**src/rtl/pipe_pkg.sv**
```systemverilog
// Shared pipeline constants: stall codes, divider window states
// and the per-stage stall bundle used by the stall sequencer.
package pipe_pkg;

    localparam logic [1:0] STALL_ADV   = 2'b00;
    localparam logic [1:0] STALL_FLUSH = 2'b01;
    localparam logic [1:0] STALL_HOLD  = 2'b11;

    typedef enum logic {
        ST_RUN  = 1'b0,
        ST_BUSY = 1'b1
    } div_state_e;

    typedef struct packed {
        logic [1:0] pc;
        logic [1:0] if_id;
        logic [1:0] id_ex;
        logic [1:0] ex_mem;
        logic [1:0] mem_wb;
    } stall_vec_t;

    function automatic stall_vec_t stall_pat(
        input logic [1:0] pc,
        input logic [1:0] if_id,
        input logic [1:0] id_ex,
        input logic [1:0] ex_mem,
        input logic [1:0] mem_wb
    );
        stall_vec_t v;
        v.pc     = pc;
        v.if_id  = if_id;
        v.id_ex  = id_ex;
        v.ex_mem = ex_mem;
        v.mem_wb = mem_wb;
        return v;
    endfunction

endpackage

```
**src/rtl/stall_div_timer.sv**
```systemverilog
// Divider occupancy counter: loads DIV_CYCLES-1 on accept, then
// counts down to zero independently of any other stall source.
module stall_div_timer
    import pipe_pkg::*;
#(
    parameter int DIV_CYCLES = 32
) (
    input  logic clk,
    input  logic rst,
    input  logic load_i,
    output logic zero_o
);

    localparam int W = $clog2(DIV_CYCLES);
    localparam logic [W-1:0] LOAD = W'(DIV_CYCLES - 1);

    logic [W-1:0] cnt_q;
    logic [W-1:0] cnt_d;

    // Next count: load on accept, otherwise decrement until zero.
    always_comb begin
        cnt_d = cnt_q;
        if (load_i) begin
            cnt_d = LOAD;
        end else if (cnt_q != '0) begin
            cnt_d = cnt_q - W'(1);
        end
    end

    // Count register; reset abandons any divide in flight.
    always_ff @(posedge clk) begin
        if (rst) begin
            cnt_q <= '0;
        end else begin
            cnt_q <= cnt_d;
        end
    end

    assign zero_o = (cnt_q == '0);

endmodule

```
**src/rtl/stall_ctrl.sv**
```systemverilog
// Pipeline stall/flush sequencer for the five-stage core.
// Optional perf counters when STALL_CTRL_PERF_EN is defined.
module stall_ctrl
    import pipe_pkg::*;
#(
    parameter int DIV_CYCLES = 32
) (
    input  logic       clk,
    input  logic       rst,
    input  logic       ld_use,
    input  logic       br_taken,
    input  logic       div_start,
    input  logic       mem_req,
    input  logic       mem_ready,
    output logic [1:0] stall_pc,
    output logic [1:0] stall_if_id,
    output logic [1:0] stall_id_ex,
    output logic [1:0] stall_ex_mem,
    output logic [1:0] stall_mem_wb,
    output logic       div_busy
`ifdef STALL_CTRL_PERF_EN
    ,
    output logic [31:0] perf_stall_cycles,
    output logic [31:0] perf_flush_cnt
`endif
);

    div_state_e state_q;
    div_state_e state_d;
    stall_vec_t st;

    logic mem_wait;
    logic div_hold;
    logic accept;
    logic cnt_zero;
    logic c_mem;
    logic c_div;
    logic c_ld;
    logic c_br;

    assign mem_wait = mem_req & ~mem_ready;
    assign div_hold = ((state_q == ST_RUN) & div_start)
                    | ((state_q == ST_BUSY) & ~cnt_zero);
    assign accept   = (state_q == ST_RUN) & div_start & ~mem_wait;

    // Priority-masked one-hot select of the active stall source.
    assign c_mem = ~rst & mem_wait;
    assign c_div = ~rst & ~mem_wait & div_hold;
    assign c_ld  = ~rst & ~mem_wait & ~div_hold & ld_use;
    assign c_br  = ~rst & ~mem_wait & ~div_hold & ~ld_use & br_taken;

    stall_div_timer #(
        .DIV_CYCLES(DIV_CYCLES)
    ) u_timer (
        .clk    (clk),
        .rst    (rst),
        .load_i (accept),
        .zero_o (cnt_zero)
    );

    // Divider window state register.
    always_ff @(posedge clk) begin
        if (rst) begin
            state_q <= ST_RUN;
        end else begin
            state_q <= state_d;
        end
    end

    // Enter BUSY on accept, leave once the counter reaches zero.
    always_comb begin
        state_d = state_q;
        case (state_q)
            ST_RUN:  if (accept)   state_d = ST_BUSY;
            ST_BUSY: if (cnt_zero) state_d = ST_RUN;
            default: state_d = ST_RUN;
        endcase
    end

    // Stall code decode from the selected source.
    always_comb begin
        st = stall_pat(STALL_ADV, STALL_ADV, STALL_ADV,
                       STALL_ADV, STALL_ADV);
        unique case (1'b1)
            rst:   st = stall_pat(STALL_FLUSH, STALL_FLUSH,
                                  STALL_FLUSH, STALL_FLUSH,
                                  STALL_FLUSH);
            c_mem: st = stall_pat(STALL_HOLD, STALL_HOLD,
                                  STALL_HOLD, STALL_HOLD,
                                  STALL_FLUSH);
            c_div: st = stall_pat(STALL_HOLD, STALL_HOLD,
                                  STALL_HOLD, STALL_FLUSH,
                                  STALL_ADV);
            c_ld:  st = stall_pat(STALL_HOLD, STALL_HOLD,
                                  STALL_FLUSH, STALL_ADV,
                                  STALL_ADV);
            c_br:  st = stall_pat(STALL_ADV, STALL_FLUSH,
                                  STALL_ADV, STALL_ADV,
                                  STALL_ADV);
            default: ;
        endcase
    end

    assign stall_pc     = st.pc;
    assign stall_if_id  = st.if_id;
    assign stall_id_ex  = st.id_ex;
    assign stall_ex_mem = st.ex_mem;
    assign stall_mem_wb = st.mem_wb;
    assign div_busy     = (state_q == ST_BUSY);

`ifdef STALL_CTRL_PERF_EN
    logic [31:0] perf_stall_q;
    logic [31:0] perf_flush_q;

    // Count PC-hold cycles and branch-caused IF/ID flushes.
    always_ff @(posedge clk) begin
        if (rst) begin
            perf_stall_q <= '0;
            perf_flush_q <= '0;
        end else begin
            if (st.pc == STALL_HOLD) begin
                perf_stall_q <= perf_stall_q + 32'd1;
            end
            if (c_br) begin
                perf_flush_q <= perf_flush_q + 32'd1;
            end
        end
    end

    assign perf_stall_cycles = perf_stall_q;
    assign perf_flush_cnt    = perf_flush_q;
`else
    // No performance counters in this build.
`endif

endmodule

```
**config.mk**
```make
export PLATFORM = sky130hd
export DESIGN_NAME = stall_ctrl
export DESIGN_NICKNAME = d
export VERILOG_FILES = /design/src/rtl/pipe_pkg.sv /design/src/rtl/stall_div_timer.sv /design/src/rtl/stall_ctrl.sv
export SDC_FILE = /design/constraint.sdc
export NUM_CORES = 1
export LEC_CHECK = 0
export ABC_AREA = 1
export CORE_AREA = 4 4 41 43
export DETAILED_ROUTE_END_ITERATION = 16
export DIE_AREA = 0 0 45 47
export HOLD_SLACK_MARGIN = 0.08
export PLACE_DENSITY_LB_ADDON = 0.12
export RECOVER_POWER = 25
export SLEW_MARGIN = 25
export SYNTH_ARGS = -nofsm -noshare
export SYNTH_HDL_FRONTEND = slang
export SYNTH_HIERARCHICAL = 1
export SYNTH_SLANG_ARGS = --single-unit
export TNS_END_PERCENT = 1
```
**constraint.sdc**
```tcl
create_clock -name clk -period 1.44 [get_ports clk]
set_input_delay 0.288 -clock clk [delete_from_list [all_inputs] [get_ports clk]]
set_output_delay 0.288 -clock clk [all_outputs]
set_load 0.005 [all_outputs]
```
# Yosys cells after proc, flatten, opt, wreduce, memory -nomap -nowiden
# Cells that the tools add are included.
dict set report totals {
  regBits 6
  latch_bits 0
  mem_bits_rw 0
  mem_bits_ro 0
  input_bits 7
  output_inout_bits 11
  word_cells 31
  memories 0
}
dict set report classes {
  add_sub_neg 1
  n_mul 0
  div_mod_pow 0
  magnitude_cmp 0
  n_eq_ne 0
  n_shift 0
  muxes 6
  bitwise_logic 19
  n_reduce_logical 3
}
# cell n
set op_table {}
lappend op_table {{case mux 10 bit (5 select lines)} 1}
lappend op_table {{bitwise AND 1 bit} 11}
lappend op_table {{two-way mux 5 bit} 2}
lappend op_table {{NOT 1 bit} 7}
lappend op_table {{zero test 5 bit} 1}
lappend op_table {{nonzero test 5 bit} 1}
lappend op_table {{subtractor 5 x 1 -> 5 bit, second input constant} 1}
lappend op_table {{two-way mux 1 bit} 2}
lappend op_table {{case mux 1 bit (2 select lines)} 1}
lappend op_table {{nonzero test 2 bit} 1}
lappend op_table {{OR 1 bit} 1}

# Longest topological paths before layout
# Gate-level depths: netlist (run 1).
dict set report depth {
  ltp_word 9
  mapped_depth 10
  depth_no_buf 9
}

# Cells and area by module
# The synthesis (run 1) kept the hierarchy.
# module n_inst cells_per_inst area_each_um2 seq_area_each_um2
set modules_own_cells {}
lappend modules_own_cells {stall_div_timer 1 38 274.0 100.1}
lappend modules_own_cells {stall_ctrl 1 30 162.7 20.0}

# Least setup slack after synthesis (run 1)
# OpenSTA, ideal clock, no wires.
dict set report synth_timing {
  path_type {reg-to-output}
  start {register u_timer.cnt_q[0]}
  end {output stall_pc[1]}
  t_arrival_ps 1289
  t_required_ps 1152
  slack_ps -137
  stages_incl_launch_ff 10
  path_cell_list {dfxtp_1 > inv_1 > ha_1 > nand3_1 > inv_1 > nand2_1 > o21ai_1 > nand3_1 > nand2_1 > buf_4}
}
dict set report synth_between {
  elab_chain_len 9
}
# element line_no
set synth_lines {}
lappend synth_lines {{from (decl)} stall_div_timer.sv:17} ;# logic [W-1:0] cnt_q;
lappend synth_lines {{from (signal assigned)} stall_div_timer.sv:35} ;# cnt_q <= cnt_d;
lappend synth_lines {{zero test 5 bit (*)} stall_div_timer.sv:39} ;# assign zero_o = (cnt_q == '0);
lappend synth_lines {{named net cnt_zero} stall_ctrl.sv:35} ;# logic cnt_zero;
lappend synth_lines {{NOT 1 bit (*)} stall_ctrl.sv:43} ;# | ((state_q == ST_BUSY) & ~cnt_zero);
lappend synth_lines {{bitwise AND 1 bit (*)} stall_ctrl.sv:43}
lappend synth_lines {{OR 1 bit (*)} stall_ctrl.sv:43}
lappend synth_lines {{NOT 1 bit} {stall_ctrl.sv:49, stall_ctrl.sv:50}}
lappend synth_lines {{bitwise AND 1 bit} {stall_ctrl.sv:49, stall_ctrl.sv:50}}
lappend synth_lines {{bitwise AND 1 bit (2 in a row)} stall_ctrl.sv:50} ;# assign c_br = ~rst & ~mem_wait & ~div_hold & ~ld_use & br_taken;
lappend synth_lines {{case mux 10 bit (5 select lines) (*)} stall_ctrl.sv:84} ;# unique case (1'b1)
lappend synth_lines {{to (decl)} stall_ctrl.sv:15} ;# output logic [1:0] stall_pc,
# Mark *: on every way through the listed nets, which the timed path passes. The rest lies on a longest branch.

# Worst setup path after layout (run 1)
# Same ends and word-level chain as after synthesis.

==> results of run 1 <==
[area by class of cell]
class                           instances  area (um^2)  share of cell area [%]
Multi-Input combinational cell         43          290                    35.6
Inverter                               16         60.1                    7.37
Timing Repair Buffer                   39          299                    36.7
Clock buffer                            3         22.5                    2.76
Tap cell                               15         18.8                    2.30
Sequential cell                         6          124                    15.2
[worst reg2reg max path, cell delays in order, from the launching register on]
cell,delay [ps]
dfxtp_2,390
inv_1,80
nand3_1,120
inv_1,60
inv_1,130
nand4_2,180
nand2_1,100
a21oi_1,60
[routing by layer]
metal	wire length, um	track usage [%]	vias up
li1	-	-	286
met1	597	16.4	243
met5	0	0	-
met4	8	5.26	0
met3	36	3.45	2
met2	682	19.8	8
[cells in the final DEF, fill, tap and decap left out]
cell type / n
dlymetal6s2s_1: 1
clkdlybuf4s50_1: 2
buf_6: 2
nand3_2: 3
inv_1: 11
buf_2: 6
a21oi_4: 1
clkbuf_4: 3
inv_2: 5
nand3_4: 1
dfxtp_1: 3
ha_4: 1
o21ai_4: 1
dlygate4sd2_1: 5
a21oi_1: 6
conb_1: 1
nand4_1: 3
nand2_1: 12
nand3_1: 3
nor2_1: 3
buf_4: 22
nand2_2: 5
nor2_2: 1
clkbuf_2: 1
nor2_4: 1
nand4_2: 1
dfxtp_2: 3
[worst paths after layout]
path	to	slack [ps]	cells after the start
setup / recovery	stall_pc[1]	-170	10
hold / removal	u_timer/cnt_q[4]	460	2
setup reg to reg	u_timer/cnt_q[1]	210	7
hold reg to reg	u_timer/cnt_q[4]	460	2
[sequential cells by signal, indices dropped and copies added, names as in the netlist]
signal / flops
u_timer/cnt_q: 5
div_busy: 1
[stage by stage]
step	instance area (um^2)	util [%]	TNS (ps)	hold slack [ps]	total power [mW]
5_1_grt	815	62.6	-1610	511	1.01
4_1_cts	767	58.9	-1040	460	0.879
2_1_floorplan	453	-	0	354	0.488
3_5_place_dp	737	56.6	-5260	453	0.697
3_3_place_gp	737	56.6	-5230	448	0.693
6_report	815	62.6	-967	457	0.930
[power by group through the flow]
stage          clock, mW  sequential (mW)  combinational, mW
6_report           0.159            0.239              0.532
5_1_grt            0.177            0.246              0.587
4_1_cts            0.165            0.237              0.477
3_5_place_dp           0            0.235              0.462
3_3_place_gp           0            0.233              0.460
2_1_floorplan          0            0.237              0.251
[logic make-up (layout without fill, tap and decap cells)]
logic type | count (synthesis) | after routing | synth area share [%]
AO/OA/AOI/OAI | 8 | 8 | 11.7
flip-flops | 6 | 6 | 27.5
adder cells (fa/ha/maj) | 1 | 1 | 2.86
other | 1 | 1 | 0.859
AND/OR/NAND/NOR | 33 | 33 | 38.1
buffers and inverters | 19 | 58 | 18.9
[timing repair]
item / 4_1_cts / 5_1_grt
gates resized for setup: 41 / 10
hold buffers: 0 / 0
pin swaps: 9 / 5
buffers inserted: 4 / 2
setup endpoints to repair: 13 / 7
==> results by group, run 1 <==
Logic synthesis
  • #FFs+latches synth: 6
  • Post-synthesis sequential area ratio: 27.5%
  • Post-synth top cells: 16 x nand2_1, 15 x inv_1, 6 x a21oi_1, 6 x dfxtp_1, 6 x nand3_1
  • Main synth FF type: dfxtp_1
  • Ys async rst share: 0%
  • Syn Nets: 76
  • Yosys cell types: 18
  • Mapped Cells: 68
  • Synth top area cells: dfxtp_1 28%, nand2_1 14%, inv_1 13%, a21oi_1 6.9%, nand3_1 6.9%
  • Yosys top cell area share: 27.5%
  • Top-count cell post-synth: nand2_1
  • Warnings, synthesis: 6
  • Post-synthesis average cell area: 6.42 um^2
  • EDFF count, synth: 0
  • Synth Cell Area: 437 um^2
  • Post-synth top area cell: dfxtp_1

Clocking
  • CTS Buffer Depth: 2
  • Clock slew at reported path FFs: 50 ps
  • CTS Buf Count: 3
  • CTS sink cnt: 6
  • Worst skew pair latency: 240 ps
  • TritonCTS clock tree: yes
  • # H-tree levels: 1
  • Root buffer cell: clkbuf_4

Cells and area
  • Share of layout cells above drive strength 1: 53.3%
  • Finished Layout Cells: 122
  • ANT cells: 0
  • Final nets: 117
  • Synth-to-layout area growth: 86.5%
  • Fillers: 119

GRT
  • GRT Total Usage: 12.6%
  • Initial antenna violation count: 0
  • Largest net degree at the start of global routing: 7
  • First-pass GRT wire length: 1900 um
  • Vias in the first global route: 454
  • Total congestion overflow: 0

Setup path
  • Crit-path most repeated cell: nand2_2
  • CP arrival: 1320 ps
  • Critical path origin: u_timer/cnt_q[0]
  • Critical Path Sink Type: primary output
  • Req. time, crit path: 1150 ps
  • Worst reg2reg startpoint: div_busy
  • Delay-heaviest family, CP: flip-flops
  • Crit path max fanout: 2
  • Crit-path max cell delay: 320 ps
  • Crit-path slowest cell: dfxtp_2
  • Setup CP Type: flip-flop to primary output
  • Worst Setup Start Kind: flip-flop
  • CP cell instances: inv_2 -> ha_4 -> nand3_4 -> inv_2 -> inv_1 -> nand2_2 -> nand3_2 -> nand2_2 -> nand2_2 -> buf_2
  • Critical path buffers and inverters: 4

Floorplan
  • Num rows: 13
  • Die width: 45 um
  • Initial Util: 33.6%
  • Die Y-Extent: 47 um
  • Die area: 2120 um^2
  • Core area: 1300 um^2
  • Top Ports: 18

Power
  • Switching share of total power: 37.5%
  • Logic pwr share: 57.2%
  • P_int: 0.582 mW
  • VDD IR max: 0.663 mV
  • Pwr dens: 1140 nW/um^2
  • Sequential share of power: 25.7%
  • P_sw: 0.349 mW
  • Clock power share: 17.1%
  • Leakage power: 0.436 nW

Job
  • # Max-Cap Violations: 0

STA
  • RSZ-0062 raised after global routing: yes
  • Fin crit share: 112%
  • Fin worst setup slack: -171 ps
  • Final Hold Viols: 0
  • Final setup viols: 7
  • Skew final: 1.76 ps
  • Max-slew violation count: 0
  • F_max: 621 MHz
  • Tmin final: 1610 ps

Detailed routing
  • First drt pass iteration count: 4
  • Routed wire length: 1320 um
  • Drt initial violations: 4
  • DRC: 0
  • Drt via density: 4.42
  • Post-route ant nets: 0
  • DR WL/cell: 10.9 um
  • Via count: 539

Placed design
  • Hpwl dp: 894 um
  • RePlAce Congestion: 0.760
  • Dpl cells: 113
  • Post-Place Worst Slack: -538 ps
  • Port buffer count: 16

Run status
  • Outcome: finished, violations left
  • Failing checks: negative setup slack

Min path
  • HP Start: u_timer/cnt_q[4]
  • Hold Path Class: flip-flop to flip-flop
Note: power is estimated with default switching activity, not from simulation.
==> run 2: changes to the inputs <==
- RECOVER_POWER: 25 -> not set
==> results of run 2 <==
The final DEF is identical to that of run 1; final timing and power are the same.
